`config.mk`:
```
export PLATFORM = sky130hd
export DESIGN_NAME = mem_bus_scheduler
export DESIGN_NICKNAME = d
export VERILOG_FILES = /design/src/rtl/mem_bus_scheduler.sv
export SDC_FILE = /design/constraint.sdc
export NUM_CORES = 1
export LEC_CHECK = 0
export BUFFER_PORTS_ARGS = -buffer_cell sky130_fd_sc_hd__buf_2
export CAP_MARGIN = 20
export CORE_AREA = 2 2 106 108
export DETAILED_ROUTE_END_ITERATION = 7
export DIE_AREA = 0 0 108 110
export SETUP_SLACK_MARGIN = 0.5
export SLEW_MARGIN = 40
export SYNTH_ARGS = -nofsm -noshare
export SYNTH_HDL_FRONTEND = slang
export SYNTH_SLANG_ARGS = --single-unit
```
`constraint.sdc`:
```
create_clock -name clk -period 2.8 [get_ports clk]
set_input_delay 0.84 -clock clk [delete_from_list [all_inputs] [get_ports clk]]
set_output_delay 0.84 -clock clk [all_outputs]
set_load 0.01 [all_outputs]
```
`src/rtl/mem_bus_scheduler.sv`:
```
// mem_bus_scheduler: arbitrates the shared memory bus between fetch and load/store.
// Optional watchdog enabled by defining BUS_TIMEOUT_EN.
module mem_bus_scheduler #(
   parameter int unsigned STARVE_LIMIT   = 4,
   parameter int unsigned TIMEOUT_CYCLES = 64
) (
   input  logic        clk,
   input  logic        reset_n,
   input  logic [31:0] instr_address_in,
   input  logic        instr_read_in,
   output logic [31:0] instr_read_value_out,
   output logic        instr_ready,
   input  logic [31:0] data_address_in,
   input  logic        data_read_in,
   input  logic        data_write_in,
   input  logic [3:0]  data_write_mask_in,
   input  logic [31:0] data_write_value_in,
   output logic [31:0] data_read_value_out,
   output logic        data_ready,
   output logic [31:0] address_out,
   output logic        read_out,
   output logic        write_out,
   output logic [3:0]  write_mask_out,
   output logic [31:0] write_value_out,
   input  logic [31:0] read_value_in,
   input  logic        ready_in,
   output logic        bus_error_out
);

   if (STARVE_LIMIT < 1 || STARVE_LIMIT > 15) begin : g_bad_starve
      $error("STARVE_LIMIT out of range 1..15");
   end
   if (TIMEOUT_CYCLES < 2 || TIMEOUT_CYCLES > 255) begin : g_bad_timeout
      $error("TIMEOUT_CYCLES out of range 2..255");
   end

   typedef enum logic [1:0] {
      IDLE  = 2'd0,
      INSTR = 2'd1,
      DATA  = 2'd2
   } state_t;

   localparam logic [3:0] LIMIT = 4'(STARVE_LIMIT);

   state_t     state;
   logic [3:0] starve_cnt;

   logic data_req;
   logic force_instr;
   logic instr_act;
   logic data_act;
   logic timeout_hit;
   logic done;

   assign data_req    = data_read_in | data_write_in;
   assign force_instr = instr_read_in && (starve_cnt == LIMIT);
   // a grant only drives the bus while its master keeps requesting
   assign instr_act   = (state == INSTR) && instr_read_in;
   assign data_act    = (state == DATA) && data_req;

`ifdef BUS_TIMEOUT_EN
   localparam logic [7:0] TO_LAST = 8'(TIMEOUT_CYCLES - 1);

   logic [7:0] wait_cnt;

   assign timeout_hit = (instr_act | data_act) && !ready_in
                        && (wait_cnt == TO_LAST);

   // wait-state counter: zero while idle, counts stalled grant cycles
   always_ff @(posedge clk or negedge reset_n) begin
      if (!reset_n) begin
         wait_cnt <= 8'd0;
      end else if (state == IDLE) begin
         wait_cnt <= 8'd0;
      end else if (!ready_in) begin
         wait_cnt <= wait_cnt + 8'd1;
      end
   end
`else
   assign timeout_hit = 1'b0;
`endif

   assign done          = ready_in | timeout_hit;
   assign bus_error_out = timeout_hit;

   // grant state and starvation tracking
   always_ff @(posedge clk or negedge reset_n) begin
      if (!reset_n) begin
         state      <= IDLE;
         starve_cnt <= 4'd0;
      end else begin
         unique case (state)
            IDLE: begin
               if (data_req && !force_instr) begin
                  state <= DATA;
                  if (instr_read_in && starve_cnt < LIMIT) begin
                     starve_cnt <= starve_cnt + 4'd1;
                  end
               end else if (instr_read_in) begin
                  state      <= INSTR;
                  starve_cnt <= 4'd0;
               end
            end
            INSTR: begin
               if (!instr_read_in || done) begin
                  state <= IDLE;
               end
            end
            DATA: begin
               if (!data_req || done) begin
                  state <= IDLE;
               end
            end
            default: begin
               state <= IDLE;
            end
         endcase
      end
   end

   // bus and master-side routing for the current grant
   always_comb begin
      address_out          = 32'd0;
      read_out             = 1'b0;
      write_out            = 1'b0;
      write_mask_out       = 4'd0;
      write_value_out      = 32'd0;
      instr_read_value_out = 32'd0;
      instr_ready          = 1'b0;
      data_read_value_out  = 32'd0;
      data_ready           = 1'b0;
      if (instr_act) begin
         address_out          = instr_address_in;
         read_out             = 1'b1;
         instr_ready          = done;
         instr_read_value_out = timeout_hit ? 32'hFFFF_FFFF
                                            : read_value_in;
      end
      if (data_act) begin
         address_out         = data_address_in;
         read_out            = data_read_in;
         write_out           = data_write_in;
         write_mask_out      = data_write_mask_in;
         write_value_out     = data_write_value_in;
         data_ready          = done;
         data_read_value_out = timeout_hit ? 32'hFFFF_FFFF
                                           : read_value_in;
      end
   end

endmodule

```
Word-level counts from Yosys, hierarchy flattened
Index checks and enable logic that the tools add are counted.
Widths: inputs -> output; s select.
{"block": "op_classes", "add_sub_neg": 1, "n_lt_le_gt_ge": 1, "eq_ne": 7, "n_mux": 19, "bitwise": 1, "reduce_logical": 14}
{"cell": "$mux 32", "count": 5}
{"cell": "$mux 4", "count": 4}
{"cell": "$mux 2", "count": 4}
{"cell": "$ne 2x1->1 const B", "count": 3}
{"cell": "$pmux 2 s3", "count": 1}
{"cell": "$reduce_and 3->1", "count": 2}
{"cell": "$logic_and 1x1->1", "count": 5}
{"cell": "$mux 1", "count": 5}
{"cell": "$add 4x1->4 const B", "count": 1}
{"cell": "$eq 4x3->1 const B", "count": 1}
{"cell": "$lt 4x3->1 const B", "count": 1}
{"cell": "$logic_not 1->1", "count": 3}
{"cell": "$ne 3x3->1 const B", "count": 1}
{"cell": "$eq 2x1->1 const B", "count": 1}
{"cell": "$eq 2x2->1 const B", "count": 1}
{"cell": "$logic_not 2->1", "count": 1}
{"cell": "$logic_or 1x1->1", "count": 2}
{"cell": "$reduce_bool 2->1", "count": 1}
{"cell": "$or 1x1->1", "count": 1}
{"block": "word_totals", "reg_bits": 6, "in_bits": 138, "out_inout_bits": 137, "wordCells": 45}

Longest topological paths before layout
{"block": "depth", "word_depth": 6, "ltp_mapped": 6}

Least setup slack after synthesis
Ideal clock, no wire load.
{"block": "synth_timing", "path_kind": "input-to-output", "startpoint": "input port data_read_in", "endpoint": "output port address_out[0]", "t_arrival_ns": 1.553, "required_ns": 1.960, "setup_slack_ns": 0.407, "path_stages": 5, "cell_sequence": "nor2_1 > nor3b_2 > buf_4 > buf_4 > a22o_1"}
{"block": "synth_via", "elab_chain_cells": 3}
{"element": "start, declared", "line_no": "14", "text": "input logic data_read_in,"}
{"element": "$or 1x1->1", "line_no": "55", "text": "assign data_req = data_read_in | data_write_in;"}
{"element": "$logic_and 1x1->1", "line_no": "59", "text": "assign data_act = (state == DATA) && data_req;"}
{"element": "$mux 32", "line_no": "139", "text": "if (data_act) begin"}
{"element": "end, declared", "line_no": "20", "text": "output logic [31:0] address_out,"}
Every way passes these cells.

Final worst setup path
{"block": "layout_timing", "startpoint": "input port data_read_in", "endpoint": "output port address_out[22]"}
The elaborated chain is that of the path after synthesis.

==> run metrics <==
flop-to-flop setup slack=between 1000 and 1500 ps; Layout Cells excl Fill=about 620; ys flop type=dfrtp_1; HPWL Detailed=about 6400 µm; Slowest cell on crit path=buf_6; gr ovfl total=0; CP top delay family=buffers and inverters; first-pass GRT wire length=between 10000 and 15000 µm; Max-cap violations=0; vias=2639; fin crit period=about 2700 ps; Placed Area=3030 µm²; Critical Path Sink Type=output pin; CP Buf/Inv Count=5; TritonCTS clock tree=yes; final worst-path cycle share=between 90% and 100%; vias per cell=approximately 4.2; Worst path max stage delay=170 ps; status=complete, no violations; RSZ-0062 raised after global routing=yes; worst path cell trace=buf_8 -> nor2_4 -> nor3b_4 -> buf_6 -> buf_12 -> buf_16 -> a22o_1 -> buf_2; clock skew=between 0.6 and 0.7 ps; Max Fclk=about 0.37 GHz; final core utilization=about two fifths; Rel. slew slack=between 50% and 60%; wirelength, routed=~9800 µm; Reg clk slew, reported paths=roughly 30 ps; Synth Area in XOR/XNOR=0%; Slew @ Worst Pin=between 600 and 700 ps; VDD IR-drop max=0.000400 V; Starting Density=13.6%; Setup TNS=0 ps; FF-to-FF Start=state[0]; Mapped Avg Cell Area=approximately 7.4 µm²; # IOs=275; cell area after layout=between 4000 and 5000 µm²; core box area=~11000 µm²; crit path max fanout=7; vias in the first global route=about 2400; hold-fix buffer count after cts=0; Layout area overhead=181%; Synth area leader=and2_1; Cell Area, Synth=~1500 µm²; Inst Count DP=593; complex-gate fraction of the synthesized area=25.8%; reg-to-reg endpoint=state[0]; Async SR Flop Fraction=100%; FP Rows=38; Unique masters post-synth=31; DRT antenna net count=0; Clock Path Buffers=2; Initial DRT Pass Iterations=4; hold slack=between 400 and 500 ps; register area share after synthesis=10.3%; Worst Path Required=approximately 2000 ps; worst endpoint data arrival time=1860 ps; Wirelength per Cell=around 16 µm; Slew Viols, Final=0; final setup vio count=0; YS warnings=0; gp weighted congestion=about 0.78; die area=approximately 12000 µm²; Synth Area in Simple Gates=51.8%; R2R depth=7; main combinational cell family by area after synthesis=simple AND/OR/NAND/NOR gates; Syn Inst Count=197; CTS sink count=6; number of synthesized register bits=6; syn_nets=337; # port buffers=about 270; chip height=110 µm; power density cells=approximately 420 nW/µm²; WS Path Type=in2out; die span in x=around 110 µm; Hold Path Class=in2async; CTS buffer count=3; diode count=0; Root Buffer=clkbuf_8; GRT Resource Usage Total=13.8%; Final Hold Fails=0; Iter 0 DRT Violations=around 110; Clock Latency Late Sink=approximately 220 ps; leakage=0.00230 µW; area share of the largest cell type after synthesis=between 40% and 50%; CP Launch Type=input pin; # DRC=0; top cells by area, synth=and2_1, a22o_1, dfrtp_1; share of layout cells above drive strength 1=77.0%; fin nets=624; mux contribution to synthesized area=0%; H-tree Lvls=1; initial antenna violation count=0; Post-synth EDFFs=0; largest net degree at the start of global routing=45; Post-Synth Adder-Cell Area=approximately 1.7%
==> cells in the mapped netlist, types with 2 or more instances <==
library cell / count
ha_1: 2
buf_2: 3
o211ai_1: 2
a22o_1: 32
nand4b_1: 2
buf_4: 8
o31ai_1: 2
inv_1: 3
nor3_1: 2
nor2_1: 5
clkbuf_2: 9
dfrtp_1: 6
and2_1: 101
nand3_1: 3
==> per-layer routing <==
layer	global-route usage (%)	vias up	wire, µm
met5	0	-	0
met4	1.37	0	34
met3	1.94	12	735
met2	25.6	165	5140
met1	17.4	1218	3920
li1	-	1244	-
==> kinds of logic (layout without fill, tap and decap cells) <==
logic type	after synthesis	after routing
compound gates	42	42
fa+ha+maj	2	2
buf+inv	25	310
flops	6	6
other cells	1	1
simple gates	121	121
==> worst max-delay path by stage <==
| stage | to | startpoint | depth (start not counted) |
|---|---|---|---|
| floorplan | data_read_value_out[10] | data_read_in | 5 |
| global placement | data_read_value_out[28] | data_read_in | 6 |
| detailed placement | write_value_out[6] | data_read_in | 6 |
| CTS | address_out[22] | data_read_in | 8 |
| global route | address_out[22] | data_read_in | 8 |
| finish | address_out[22] | data_read_in | 8 |
==> worst register-to-register path: stages (launching register included) <==
cell,delay [ps]
dfrtp_1,530
nand2_4,140
nor2_4,50
buf_8,130
buf_12,130
buf_16,120
buf_4,140
a21o_1,170
==> power by group <==
group / leakage (µW) / internal, µW / switching, µW
combinational: 0.00220 / 818 / 616
clock: 0.0000216 / 92.2 / 35.8
sequential: 0.0000758 / 116 / 43.5
total: 0.00230 / 1030 / 696
==> metrics by stage <==
stage	worst slack [ps]	power, µW
final	96.4	1720
after global routing	49.7	1850
after CTS	119	1650
after detailed placement	69.3	1160
after global placement	114	1140
after floorplan	439	750
==> flip-flops by register name, summed over array words and instances, names as in the netlist <==
name        cells
state           2
starve_cnt      4
==> layout make-up <==
type,count,area (µm²)
Timing Repair Buffer,304,2370
Inverter,3,11.3
Clock buffer,3,41.3
Fill cell,1078,6610
Sequential cell,6,150
Multi-Input combinational cell,166,1330
Tap cell,140,175
==> placed cells by master (no fill, tap or decap), types with 2 or more instances in the layout <==
cell type  count
nand3_1        3
nor3_1         2
clkbuf_8       3
dfrtp_1        6
nor2_1         3
a22o_1        32
nand4b_1       2
and2_1        42
buf_4          6
o31ai_1        2
buf_8          5
buf_16        13
nor2_4         2
o211ai_1       2
buf_6         63
clkbuf_16      2
inv_1          3
buf_2        211
buf_12         4
ha_1           2
and2_4        59
==> repair_timing <==
item / in CTS / in global routing
setup endpoints to repair: 133 / 133
pin swaps: 36 / 19
gates cloned: 11 / 2
gates resized for setup: 91 / 33
setup buffers: 13 / 0
No activity file was read; power rests on OpenSTA's default activity.
